<file path="config.mk">
export PLATFORM = sky130hd
export DESIGN_NAME = pc_ras_unit_flat
export DESIGN_NICKNAME = d
export VERILOG_FILES = /design/src/rtl/pc_pkg.sv /design/src/rtl/pc_ras_unit_if.sv /design/src/rtl/ras_stack.sv /design/src/rtl/pc_ras_unit.sv /design/src/flat_wrapper.sv
export SDC_FILE = /design/constraint.sdc
export NUM_CORES = 1
export LEC_CHECK = 0
export CAP_MARGIN = 40
export CORE_MARGIN = 1
export CORE_UTILIZATION = 40
export DETAILED_ROUTE_END_ITERATION = 8
export GPL_TIMING_DRIVEN = 0
export PLACE_DENSITY = 0.64
export REMOVE_ABC_BUFFERS = 1
export SLEW_MARGIN = 10
export SYNTH_ARGS = -nofsm -noshare
export SYNTH_HDL_FRONTEND = slang
export SYNTH_SLANG_ARGS = --single-unit
</file>
<file path="constraint.sdc">
create_clock -name CLK -period 6.5 [get_ports CLK]
set_input_delay 1.625 -clock CLK [delete_from_list [all_inputs] [get_ports CLK]]
set_output_delay 1.625 -clock CLK [all_outputs]
set_load 0.01 [all_outputs]
</file>
<file path="src/rtl/pc_pkg.sv">
// ---------------------------------------------------------------------------
// pc_pkg
// Shared definitions for the program-counter / return-address-stack slice:
//   - pc_src_e : next-PC select encodings carried on PCSrc
//   - PC_INC   : sequential increment in bytes
//   - cnt_w()  : width needed to hold an entry count 0..depth
// No ports (package).
// ---------------------------------------------------------------------------
package pc_pkg;

    typedef enum logic [2:0] {
        PC_SEQ    = 3'd0,
        PC_BRANCH = 3'd1,
        PC_JUMP   = 3'd2,
        PC_JREG   = 3'd3,
        PC_CALL   = 3'd4,
        PC_RET    = 3'd5
    } pc_src_e;

    localparam int unsigned PC_INC = 4;

    // Bits needed to represent every count from 0 up to and including depth.
    function automatic int unsigned cnt_w(input int unsigned depth);
        return $clog2(depth + 1);
    endfunction

endpackage

</file>
<file path="src/rtl/pc_ras_unit_if.sv">
// ---------------------------------------------------------------------------
// pc_ras_unit_if
// Bundles the control inputs and status outputs of pc_ras_unit.
//   master : drives PCWre, PCSrc, BranchOff, JumpTarget, RegTarget;
//            observes Addr, RasCount, RasFull, RasEmpty, Underflow,
//            Illegal, AlignErr
//   slave  : the mirror image, used by pc_ras_unit itself
// Parameters ADDR_W and RAS_DEPTH must match the attached pc_ras_unit.
// ---------------------------------------------------------------------------
interface pc_ras_unit_if #(
    parameter int ADDR_W    = 32,
    parameter int RAS_DEPTH = 4
) ();
    import pc_pkg::*;

    localparam int CNT_W = cnt_w(RAS_DEPTH);

    logic              PCWre;
    logic [2:0]        PCSrc;
    logic [ADDR_W-1:0] BranchOff;
    logic [ADDR_W-1:0] JumpTarget;
    logic [ADDR_W-1:0] RegTarget;
    logic [ADDR_W-1:0] Addr;
    logic [CNT_W-1:0]  RasCount;
    logic              RasFull;
    logic              RasEmpty;
    logic              Underflow;
    logic              Illegal;
    logic              AlignErr;

    modport master (
        output PCWre, PCSrc, BranchOff, JumpTarget, RegTarget,
        input  Addr, RasCount, RasFull, RasEmpty, Underflow, Illegal, AlignErr
    );

    modport slave (
        input  PCWre, PCSrc, BranchOff, JumpTarget, RegTarget,
        output Addr, RasCount, RasFull, RasEmpty, Underflow, Illegal, AlignErr
    );

endinterface

</file>
<file path="src/rtl/ras_stack.sv">
// ---------------------------------------------------------------------------
// ras_stack
// Circular return-address stack. A push when full overwrites the oldest
// entry, so the stack always holds the newest RAS_DEPTH addresses.
// Ports:
//   clk, rst   : clock, asynchronous active-high reset
//   push       : write push_data as the new top (wins over pop)
//   pop        : discard the top entry (ignored when empty)
//   push_data  : address to push
//   top        : most recently pushed valid entry (undefined when empty)
//   count      : number of valid entries 0..RAS_DEPTH
//   full/empty : count==RAS_DEPTH / count==0
// ---------------------------------------------------------------------------
module ras_stack
    import pc_pkg::*;
#(
    parameter  int ADDR_W    = 32,
    parameter  int RAS_DEPTH = 4,
    localparam int CNT_W     = cnt_w(RAS_DEPTH)
) (
    input  logic              clk,
    input  logic              rst,
    input  logic              push,
    input  logic              pop,
    input  logic [ADDR_W-1:0] push_data,
    output logic [ADDR_W-1:0] top,
    output logic [CNT_W-1:0]  count,
    output logic              full,
    output logic              empty
);

    localparam int               PTR_W = $clog2(RAS_DEPTH);
    localparam logic [PTR_W-1:0] LAST  = PTR_W'(RAS_DEPTH - 1);
    localparam logic [CNT_W-1:0] MAX   = CNT_W'(RAS_DEPTH);

    logic [ADDR_W-1:0] mem_q [RAS_DEPTH];
    logic [PTR_W-1:0]  wr_ptr_q, wr_ptr_d;   // slot the next push writes
    logic [PTR_W-1:0]  top_ptr, next_ptr;
    logic [CNT_W-1:0]  count_q, count_d;

    // NOTE: combinational block uses blocking assignments and gives every
    // output a default first, so no path can infer a latch.
    always_comb begin
        top_ptr  = (wr_ptr_q == '0)   ? LAST : wr_ptr_q - 1'b1;
        next_ptr = (wr_ptr_q == LAST) ? '0   : wr_ptr_q + 1'b1;
        wr_ptr_d = wr_ptr_q;
        count_d  = count_q;
        if (push) begin
            wr_ptr_d = next_ptr;
            // Saturate: when full the push replaces the oldest slot.
            if (count_q != MAX) count_d = count_q + 1'b1;
        end else if (pop && count_q != '0) begin
            wr_ptr_d = top_ptr;
            count_d  = count_q - 1'b1;
        end
    end

    // NOTE: state registers use non-blocking assignments so every flop
    // samples the pre-edge values regardless of statement order.
    always_ff @(posedge clk or posedge rst) begin
        if (rst) begin
            wr_ptr_q <= '0;
            count_q  <= '0;
        end else begin
            wr_ptr_q <= wr_ptr_d;
            count_q  <= count_d;
        end
    end

    // NOTE: the storage array has no reset; entries beyond count are never
    // observed, and a write racing a reset is hidden by the cleared count.
    always_ff @(posedge clk) begin
        if (push) mem_q[wr_ptr_q] <= push_data;
    end

    assign top   = mem_q[top_ptr];
    assign count = count_q;
    assign full  = (count_q == MAX);
    assign empty = (count_q == '0);

endmodule

</file>
<file path="src/rtl/pc_ras_unit.sv">
// ---------------------------------------------------------------------------
// pc_ras_unit
// Program counter with branch/jump/call/return selection and a circular
// return-address stack.
// Ports:
//   CLK   : clock, rising edge
//   Reset : asynchronous active-high reset
//   bus   : pc_ras_unit_if.slave
//           PCWre (update enable), PCSrc (next-PC select), BranchOff,
//           JumpTarget, RegTarget in; Addr (current PC), RasCount,
//           RasFull, RasEmpty, Underflow/Illegal (one-cycle pulses),
//           AlignErr (sticky) out
// ---------------------------------------------------------------------------
module pc_ras_unit
    import pc_pkg::*;
#(
    parameter int                ADDR_W    = 32,
    parameter logic [ADDR_W-1:0] RESET_VEC = '0,
    parameter int                RAS_DEPTH = 4
) (
    input  logic         CLK,
    input  logic         Reset,
    pc_ras_unit_if.slave bus
);

    localparam int CNT_W = cnt_w(RAS_DEPTH);

    logic [ADDR_W-1:0] addr_q, addr_d;
    logic              underflow_q, underflow_d;
    logic              illegal_q, illegal_d;
    logic              align_err_q, align_err_d;

    logic [ADDR_W-1:0] pc4;
    logic [ADDR_W-1:0] target;
    logic              push, pop;
    logic [ADDR_W-1:0] stack_top;
    logic [CNT_W-1:0]  stack_count;
    logic              stack_full, stack_empty;

    ras_stack #(
        .ADDR_W    (ADDR_W),
        .RAS_DEPTH (RAS_DEPTH)
    ) u_ras (
        .clk       (CLK),
        .rst       (Reset),
        .push      (push),
        .pop       (pop),
        .push_data (pc4),
        .top       (stack_top),
        .count     (stack_count),
        .full      (stack_full),
        .empty     (stack_empty)
    );

    always_comb begin
        pc4         = addr_q + ADDR_W'(PC_INC);
        target      = pc4;
        push        = 1'b0;
        pop         = 1'b0;
        underflow_d = 1'b0;
        illegal_d   = 1'b0;
        addr_d      = addr_q;
        align_err_d = align_err_q;

        if (bus.PCWre) begin
            case (bus.PCSrc)
                PC_SEQ:    target = pc4;
                PC_BRANCH: target = pc4 + (bus.BranchOff << 2);
                PC_JUMP:   target = bus.JumpTarget;
                PC_JREG:   target = bus.RegTarget;
                PC_CALL: begin
                    target = bus.JumpTarget;
                    push   = 1'b1;
                end
                PC_RET: begin
                    if (!stack_empty) begin
                        target = stack_top;
                        pop    = 1'b1;
                    end else begin
                        // Empty stack: fall back to the register target.
                        target      = bus.RegTarget;
                        underflow_d = 1'b1;
                    end
                end
                default: illegal_d = 1'b1;   // reserved codes behave as SEQ
            endcase

            // Word-align whatever was selected and remember that it was not.
            addr_d = {target[ADDR_W-1:2], 2'b00};
            if (target[1:0] != 2'b00) align_err_d = 1'b1;
        end
    end

    always_ff @(posedge CLK or posedge Reset) begin
        if (Reset) begin
            addr_q      <= RESET_VEC;
            underflow_q <= 1'b0;
            illegal_q   <= 1'b0;
            align_err_q <= 1'b0;
        end else begin
            addr_q      <= addr_d;
            underflow_q <= underflow_d;
            illegal_q   <= illegal_d;
            align_err_q <= align_err_d;
        end
    end

    assign bus.Addr      = addr_q;
    assign bus.RasCount  = stack_count;
    assign bus.RasFull   = stack_full;
    assign bus.RasEmpty  = stack_empty;
    assign bus.Underflow = underflow_q;
    assign bus.Illegal   = illegal_q;
    assign bus.AlignErr  = align_err_q;

endmodule

</file>
<file path="src/flat_wrapper.sv">
// flat-port wrapper written by rule: the top's interface ports become plain ports
module pc_ras_unit_flat import pc_pkg::*;
#(
    parameter int                ADDR_W    = 32,
    parameter logic [ADDR_W-1:0] RESET_VEC = '0,
    parameter int                RAS_DEPTH = 4
)
  (CLK, Reset, bus_PCWre, bus_PCSrc, bus_BranchOff, bus_JumpTarget, bus_RegTarget, bus_Addr, bus_RasCount, bus_RasFull, bus_RasEmpty, bus_Underflow, bus_Illegal, bus_AlignErr);
  pc_ras_unit_if #(.ADDR_W(ADDR_W), .RAS_DEPTH(RAS_DEPTH)) bus_i ();
  input  logic CLK;
  input  logic Reset;
  input wire logic [$bits(bus_i.PCWre)-1:0] bus_PCWre;
  input wire logic [$bits(bus_i.PCSrc)-1:0] bus_PCSrc;
  input wire logic [$bits(bus_i.BranchOff)-1:0] bus_BranchOff;
  input wire logic [$bits(bus_i.JumpTarget)-1:0] bus_JumpTarget;
  input wire logic [$bits(bus_i.RegTarget)-1:0] bus_RegTarget;
  output wire logic [$bits(bus_i.Addr)-1:0] bus_Addr;
  output wire logic [$bits(bus_i.RasCount)-1:0] bus_RasCount;
  output wire logic [$bits(bus_i.RasFull)-1:0] bus_RasFull;
  output wire logic [$bits(bus_i.RasEmpty)-1:0] bus_RasEmpty;
  output wire logic [$bits(bus_i.Underflow)-1:0] bus_Underflow;
  output wire logic [$bits(bus_i.Illegal)-1:0] bus_Illegal;
  output wire logic [$bits(bus_i.AlignErr)-1:0] bus_AlignErr;
  assign bus_i.PCWre = bus_PCWre;
  assign bus_i.PCSrc = bus_PCSrc;
  assign bus_i.BranchOff = bus_BranchOff;
  assign bus_i.JumpTarget = bus_JumpTarget;
  assign bus_i.RegTarget = bus_RegTarget;
  assign bus_Addr = bus_i.Addr;
  assign bus_RasCount = bus_i.RasCount;
  assign bus_RasFull = bus_i.RasFull;
  assign bus_RasEmpty = bus_i.RasEmpty;
  assign bus_Underflow = bus_i.Underflow;
  assign bus_Illegal = bus_i.Illegal;
  assign bus_AlignErr = bus_i.AlignErr;
  pc_ras_unit #(.ADDR_W(ADDR_W), .RESET_VEC(RESET_VEC), .RAS_DEPTH(RAS_DEPTH)) u_core (.CLK(CLK), .Reset(Reset), .bus(bus_i));
endmodule
</file>
==> results of run 1 <==
## routing by layer
layer  vias to the layer above  wire length, microns
li1                       3205                     -
met1                      3424                 11500
met2                       267                 12200
met3                        35                  1720
met4                         0                   548
met5                         -                     0
## logic make-up (layout without fill, tap and decap cells)
logic type	Yosys count	after routing	synth area share, %
XOR/XNOR	57	57	5.58
other	1	2	0.0419
AND/OR/NAND/NOR	177	177	9.56
buffers and inverters	55	207	2.45
multiplexers	32	32	7.80
AO/OA/AOI/OAI	224	224	17.3
adder cells (fa/ha/maj)	44	44	6.33
flip-flops	158	158	50.9
## stage by stage
step,cell area (sq um),hold WS (ns),TNS [ns],std cells,power [mW]
5_1_grt,11500,0.512,0,1181,4.17
3_5_place_dp,10900,0.468,0,1149,2.95
6_report,11500,0.490,0,1181,3.96
4_1_cts,11500,0.491,0,1181,3.98
3_3_place_gp,10500,0.456,-14.94,1132,2.89
2_1_floorplan,8800,0.512,0,715,2.39
## path summary, 6_finish.rpt
path / end
min in group asynchronous: u_core.bus.Underflow$_DFF_PP0_
max in group asynchronous: u_core.bus.Addr[15]$_DFFE_PP0P_
worst max register to register: u_core.bus.Addr[31]$_DFFE_PP0P_
worst min-delay path: u_core.bus.AlignErr$_DFFE_PP0P_
worst min register to register: u_core.bus.AlignErr$_DFFE_PP0P_
worst max-delay path: u_core.bus.Addr[16]$_DFFE_PP0P_
## cell usage after synthesis (3+ instances only)
cell / number / area share [%]
edfxtp_1: 120 / 40
a21oi_1: 60 / 3.4
nand2_1: 57 / 2.4
nor2_1: 44 / 1.8
o21ai_0: 44 / 2.5
ha_1: 42 / 5.9
dfrtp_1: 38 / 11
xnor2_1: 32 / 3.1
mux4_2: 30 / 7.6
clkbuf_1: 25 / 1.0
xor2_1: 25 / 2.4
inv_1: 20 / 0.84
nand3_1: 20 / 1.1
a221o_1: 18 / 2.0
a221oi_1: 17 / 1.7
a21o_1: 14 / 1.2
and3_1: 14 / 0.98
o22ai_1: 14 / 0.98
nand4_1: 10 / 0.70
nand2b_1: 9 / 0.63
a31oi_1: 8 / 0.56
a22oi_1: 6 / 0.50
nor3_1: 6 / 0.34
and4_1: 5 / 0.49
o21a_1: 5 / 0.42
a211oi_1: 4 / 0.34
a311oi_1: 4 / 0.39
buf_2: 4 / 0.22
buf_1: 3 / 0.13
o21bai_1: 3 / 0.25
## final cells by class
cell class                      count  area, sq um
Inverter                           21         78.8
Clock inverter                      9          105
Sequential cell                   158         4550
Tap cell                          280          350
Fill cell                        1896        10400
Multi-Input combinational cell    536         4230
Timing Repair Buffer              154         1650
Clock buffer                       23          509
## critical path: cells and delay by family
family / cells / cell delay [ns]
AND/OR/NAND/NOR: 1 / 0.55
buffers and inverters: 3 / 1.33
AO/OA/AOI/OAI: 4 / 1.42
## sequential cells by signal (all words and copies together) (netlist names)
signal / flops
u_core.bus.AlignErr: 1
u_core.u_ras.mem_q: 120
u_core.u_ras.count: 3
u_core.bus.Addr: 30
u_core.u_ras.wr_ptr_q: 2
u_core.bus.Underflow: 1
u_core.bus.Illegal: 1
## power breakdown
part	internal (mW)	switching, mW	total, mW
clock network	0.629	0.405	1.03
logic	0.777	0.813	1.59
registers	1.22	0.111	1.34
==> impl_metrics.py, run 1 <==
metrics = {
    "run_status": {
        "status": "complete, no violations",
    },
    "die": {
        "ios": 142,
        "die_w_microns": 151,
        "core_sq_mm": 0.0219,
        "die_h_microns": 151,
        "die_area_sq_mm": 0.0230,
        "initial_utilization_pct": 40.8,
        "row_count": 54,
    },
    "logic_synthesis": {
        "ys_types": 65,
        "syn_area_per_cell_sq_um": 12.0,
        "seq_area_frac_synth_pct": 50.9,
        "synth.cell_area_sq_mm": 0.00894,
        "syn_inst": 748,
        "ys.flop_type": "edfxtp_1",
        "yosys_warnings": 0,
        "synth-edff-count": 120,
        "ys_ff_latch": 158,
        "async_flop_share_pct": 24.1,
    },
    "grt": {
        "track_usage_pct": 23.5,
        "grt_use_met2_pct": 37.5,
        "grtUsageMet3_pct": 4.28,
        "grt_pass1_vias": 6702,
        "antenna_found_initial": 0,
        "grt_max_degree": 35,
        "grt_pass1_wl_microns": 39000,
        "grt-ovfl-total": 0,
        "met1_usage_pct": 32.5,
        "grt_busiest_layer": "met2",
    },
    "finish": {
        "final_core_util_pct": 52.5,
        "drive_gt1_share_pct": 11.7,
        "layout_common_cells": "clkdlybuf4s50_1 (136), edfxtp_1 (120), a21oi_1 (58)",
        "final_nets": 1034,
        "antenna_cells": 0,
        "area_delta_synth_final_pct": 28.5,
        "final_common_cell": "clkdlybuf4s50_1",
    },
    "placement": {
        "dp_hpwl_microns": 18700,
        "place_ws_ns": 1.46,
        "port_buffers": 137,
        "place.gp.congestion": 0.840,
    },
    "pwr": {
        "ir_drop_v": 0.000192,
        "power_per_cell_area_mw_per_mm2": 345,
        "p_leak_nw": 4.18,
    },
    "critical_path": {
        "ff2ff_path_depth": 17,
        "reg2reg_from": "u_core.bus.Addr[2]$_DFFE_PP0P_",
        "r2r_slack_ns": 1.89,
        "slowest_delay_ns": 0.77,
        "path_max_fanout": 23,
        "arrival_ns": 4.92,
        "startpoint_type": "input pin",
        "path_cells": "clkdlybuf4s50_1 > inv_1 > a21boi_4 > nand2_1 > buf_8 > a221o_1 > a221oi_1 > a311oi_1",
        "critPathRequiredTime_ns": 6.77,
        "crit_start": "bus_PCSrc[0]",
        "crit_type": "input pin to flip-flop",
        "cp_slowest_cell": "a21boi_4",
        "crit_path_end_kind": "flip-flop",
    },
    "sta": {
        "setup_viol": 0,
        "rsz0062_at_grt": "false",
        "tightest_slew_ns": 0.837,
        "timing.final.crit_share_pct": 71.5,
        "post-route-min-period_ns": 4.65,
        "fmax_ghz": 0.215,
        "finalClockSkew_ns": 0.0112,
        "maxSlewViolCount": 0,
        "hold_viol": 0,
        "fin_ws_ns": 1.85,
        "maxSlewHeadroom_pct": 44.0,
    },
    "clock_tree": {
        "cts_hold_buf": 0,
        "cts.path.max_buffers": 2,
        "postCtsSetupBuffers": 0,
        "root_buffer": "clkbuf_16",
        "clk_pin_slew_ns": 0.06,
        "htree_levels": 4,
        "worst_skew_pair.late_latency_ns": 0.43,
        "cts_sinks": 158,
        "cts_buffers": 17,
        "tritoncts": "built",
        "ctsResizeCount": 0,
    },
    "detailed_routing": {
        "drtAntennaViolNets": 0,
        "avgRoutedWirePerCell_microns": 22.0,
        "first_pass_iters": 5,
        "drt_wl_total_microns": 26000,
        "route.detailed.drc": 0,
        "drt_iter0_drc": 528,
        "via_per_inst": 5.87,
        "routed-via-count": 6931,
    },
    "worst_hold_path": {
        "whs_path_depth": 1,
        "worstHoldPathType": "flip-flop to flip-flop",
        "worstHoldStart": "u_core.bus.AlignErr$_DFFE_PP0P_",
    },
    "job": {
        "drv_cap": 0,
    },
}
No activity file was read; power rests on OpenSTA's default activity.
==> inputs of run 2 (changes only) <==
==> constraint.sdc (replaced) <==
create_clock -name CLK -period 4.8 [get_ports CLK]
set_input_delay 1.2 -clock CLK [delete_from_list [all_inputs] [get_ports CLK]]
set_output_delay 1.2 -clock CLK [all_outputs]
set_load 0.01 [all_outputs]
==> impl_metrics.py, run 2 (synthesized netlist as in run 1, its figures left out) <==
metrics = {
    "finish": {
        "final_nets": 1034,
        "multi_input_area_sq_mm": 0.00426,
        "fin_area_sq_mm": 0.0115,
        "nFillCells": 1892,
        "antenna_cells": 0,
        "regMostFlops": "u_core.u_ras.mem_q",
        "area_delta_synth_final_pct": 28.7,
        "final_common_cell": "clkdlybuf4s50_1",
        "largest_reg_flops": 120,
        "seq_area_sq_mm": 0.00455,
        "drive_gt1_share_pct": 11.9,
        "final_core_util_pct": 52.6,
        "layout_common_cells": "clkdlybuf4s50_1 (136), edfxtp_1 (120), a21oi_1 (58)",
    },
    "worst_hold_path": {
        "worstHoldPathType": "flip-flop to flip-flop",
        "worstHoldStart": "u_core.bus.AlignErr$_DFFE_PP0P_",
    },
    "pwr": {
        "p_leak_nw": 4.18,
        "ir_drop_v": 0.000261,
        "power_per_cell_area_mw_per_mm2": 466,
    },
    "detailed_routing": {
        "routed-via-count": 6922,
        "avgRoutedWirePerCell_microns": 22.0,
        "drt_wl_total_microns": 26000,
        "via_per_inst": 5.86,
        "drtAntennaViolNets": 0,
        "drt_iter0_drc": 479,
        "route.detailed.drc": 0,
        "first_pass_iters": 7,
    },
    "critical_path": {
        "crit_start": "u_core.bus.Addr[2]$_DFFE_PP0P_",
        "reg2reg_from": "u_core.bus.Addr[2]$_DFFE_PP0P_",
        "crit_path_end_kind": "flip-flop",
        "slowest_delay_ns": 0.45,
        "path_max_fanout": 7,
        "crit_type": "flip-flop to flip-flop",
        "critPathRequiredTime_ns": 5.12,
        "startpoint_type": "flip-flop",
        "cp_slowest_cell": "dfrtp_1",
        "path_cells": "ha_1 > nand2_1 > nor2_1 > nand4_1 > nor2_1 > nand3_1 > xnor2_1 > ha_1 > a21o_1 > a21o_1 > a21oi_1 > o21ai_0 > o21bai_2 > a221oi_2 > xnor2_1 > o21ai_1",
        "arrival_ns": 4.76,
    },
    "sta": {
        "maxSlewHeadroom_pct": 41.7,
        "fin_tns_setup_ns": 0,
        "post-route-min-period_ns": 4.45,
        "maxSlewViolCount": 0,
        "rsz0062_at_grt": "false",
        "timing.final.crit_share_pct": 92.7,
        "hold_viol": 0,
        "fmax_ghz": 0.225,
        "finalClockSkew_ns": 0.0109,
        "whs_ns": 0.490,
        "setup_viol": 0,
        "fin_ws_ns": 0.352,
        "tightest_slew_ns": 0.872,
    },
    "placement": {
        "place.gp.congestion": 0.840,
        "port_buffers": 137,
        "place_ws_ns": 0.185,
        "dp_hpwl_microns": 18700,
        "placed_cell_area_sq_mm": 0.0109,
    },
    "die": {
        "ios": 142,
        "row_count": 54,
        "die_w_microns": 151,
        "die_area_sq_mm": 0.0230,
        "die_h_microns": 151,
        "initial_utilization_pct": 40.8,
        "core_sq_mm": 0.0219,
    },
    "grt": {
        "grt_pass1_wl_microns": 39000,
        "track_usage_pct": 23.5,
        "grt_pass1_vias": 6702,
        "grt-ovfl-total": 0,
        "antenna_found_initial": 0,
        "grt_max_degree": 35,
    },
    "clock_tree": {
        "root_buffer": "clkbuf_16",
        "tritoncts": "built",
        "clk_pin_slew_ns": 0.07,
        "worst_skew_pair.late_latency_ns": 0.43,
        "cts_sinks": 158,
        "cts_hold_buf": 0,
        "cts.path.max_buffers": 2,
        "htree_levels": 4,
        "ctsResizeCount": 0,
        "postCtsSetupBuffers": 0,
        "cts_buffers": 17,
    },
    "job": {
        "drv_cap": 0,
    },
    "run_status": {
        "status": "complete, no violations",
    },
}
run 2: cell counts in the layout (fill, tap and decap cells not counted):
No cell type changed its count.
run 2: per-layer routing:
layer  vias to the layer above  routed length (microns)  global-route usage [%]  part of all wire [%]
li1                       3200                        -                       -                     -
met1                      3441                    11800                    32.5                    45
met2                       246                    12200                    37.5                    47
met3                        35                     1510                    4.28                   5.8
met4                         0                      543                    7.18                   2.1
met5                         -                        0                       0                     0
run 2: final cells by class:
class	count	area share (%)
Clock inverter	9	0.913
Inverter	21	0.685
Tap cell	280	3.04
Multi-Input combinational cell	536	37.0
Clock buffer	23	4.42
Sequential cell	158	39.6
Timing Repair Buffer	154	14.4
run 2: final timing paths:
kind	end	slack, ns	depth (start not counted)
setup / recovery	u_core.bus.Addr[31]$_DFFE_PP0P_	0.35	16
hold / removal	u_core.bus.AlignErr$_DFFE_PP0P_	0.49	1
setup reg to reg	u_core.bus.Addr[31]$_DFFE_PP0P_	0.35	16
hold reg to reg	u_core.bus.AlignErr$_DFFE_PP0P_	0.49	1
max in group asynchronous	u_core.bus.Addr[21]$_DFFE_PP0P_	3.19	3
min in group asynchronous	u_core.bus.Underflow$_DFF_PP0_	1.10	2
run 2: critical path: cells and delay by family (launching register included):
kind | cells | cell delay, ns
DFF | 1 | 0.45
AOI/OAI and AO/OA | 7 | 1.29
xor gates and xnor gates | 2 | 0.59
and+or+nand+nor | 5 | 1.33
adders and majority gates | 2 | 0.67
run 2: power breakdown:
part | internal [mW] | switching [mW]
Combinational | 1.05 | 1.10
Clock | 0.852 | 0.549
Sequential | 1.66 | 0.154
Total | 3.56 | 1.81
run 2: per-stage QoR:
| stage | std cells | power (mW) |
|---|---|---|
| floorplan | 715 | 3.24 |
| global placement | 1132 | 3.92 |
| detailed placement | 1149 | 3.99 |
| CTS | 1181 | 5.39 |
| global route | 1181 | 5.65 |
| finish | 1181 | 5.37 |
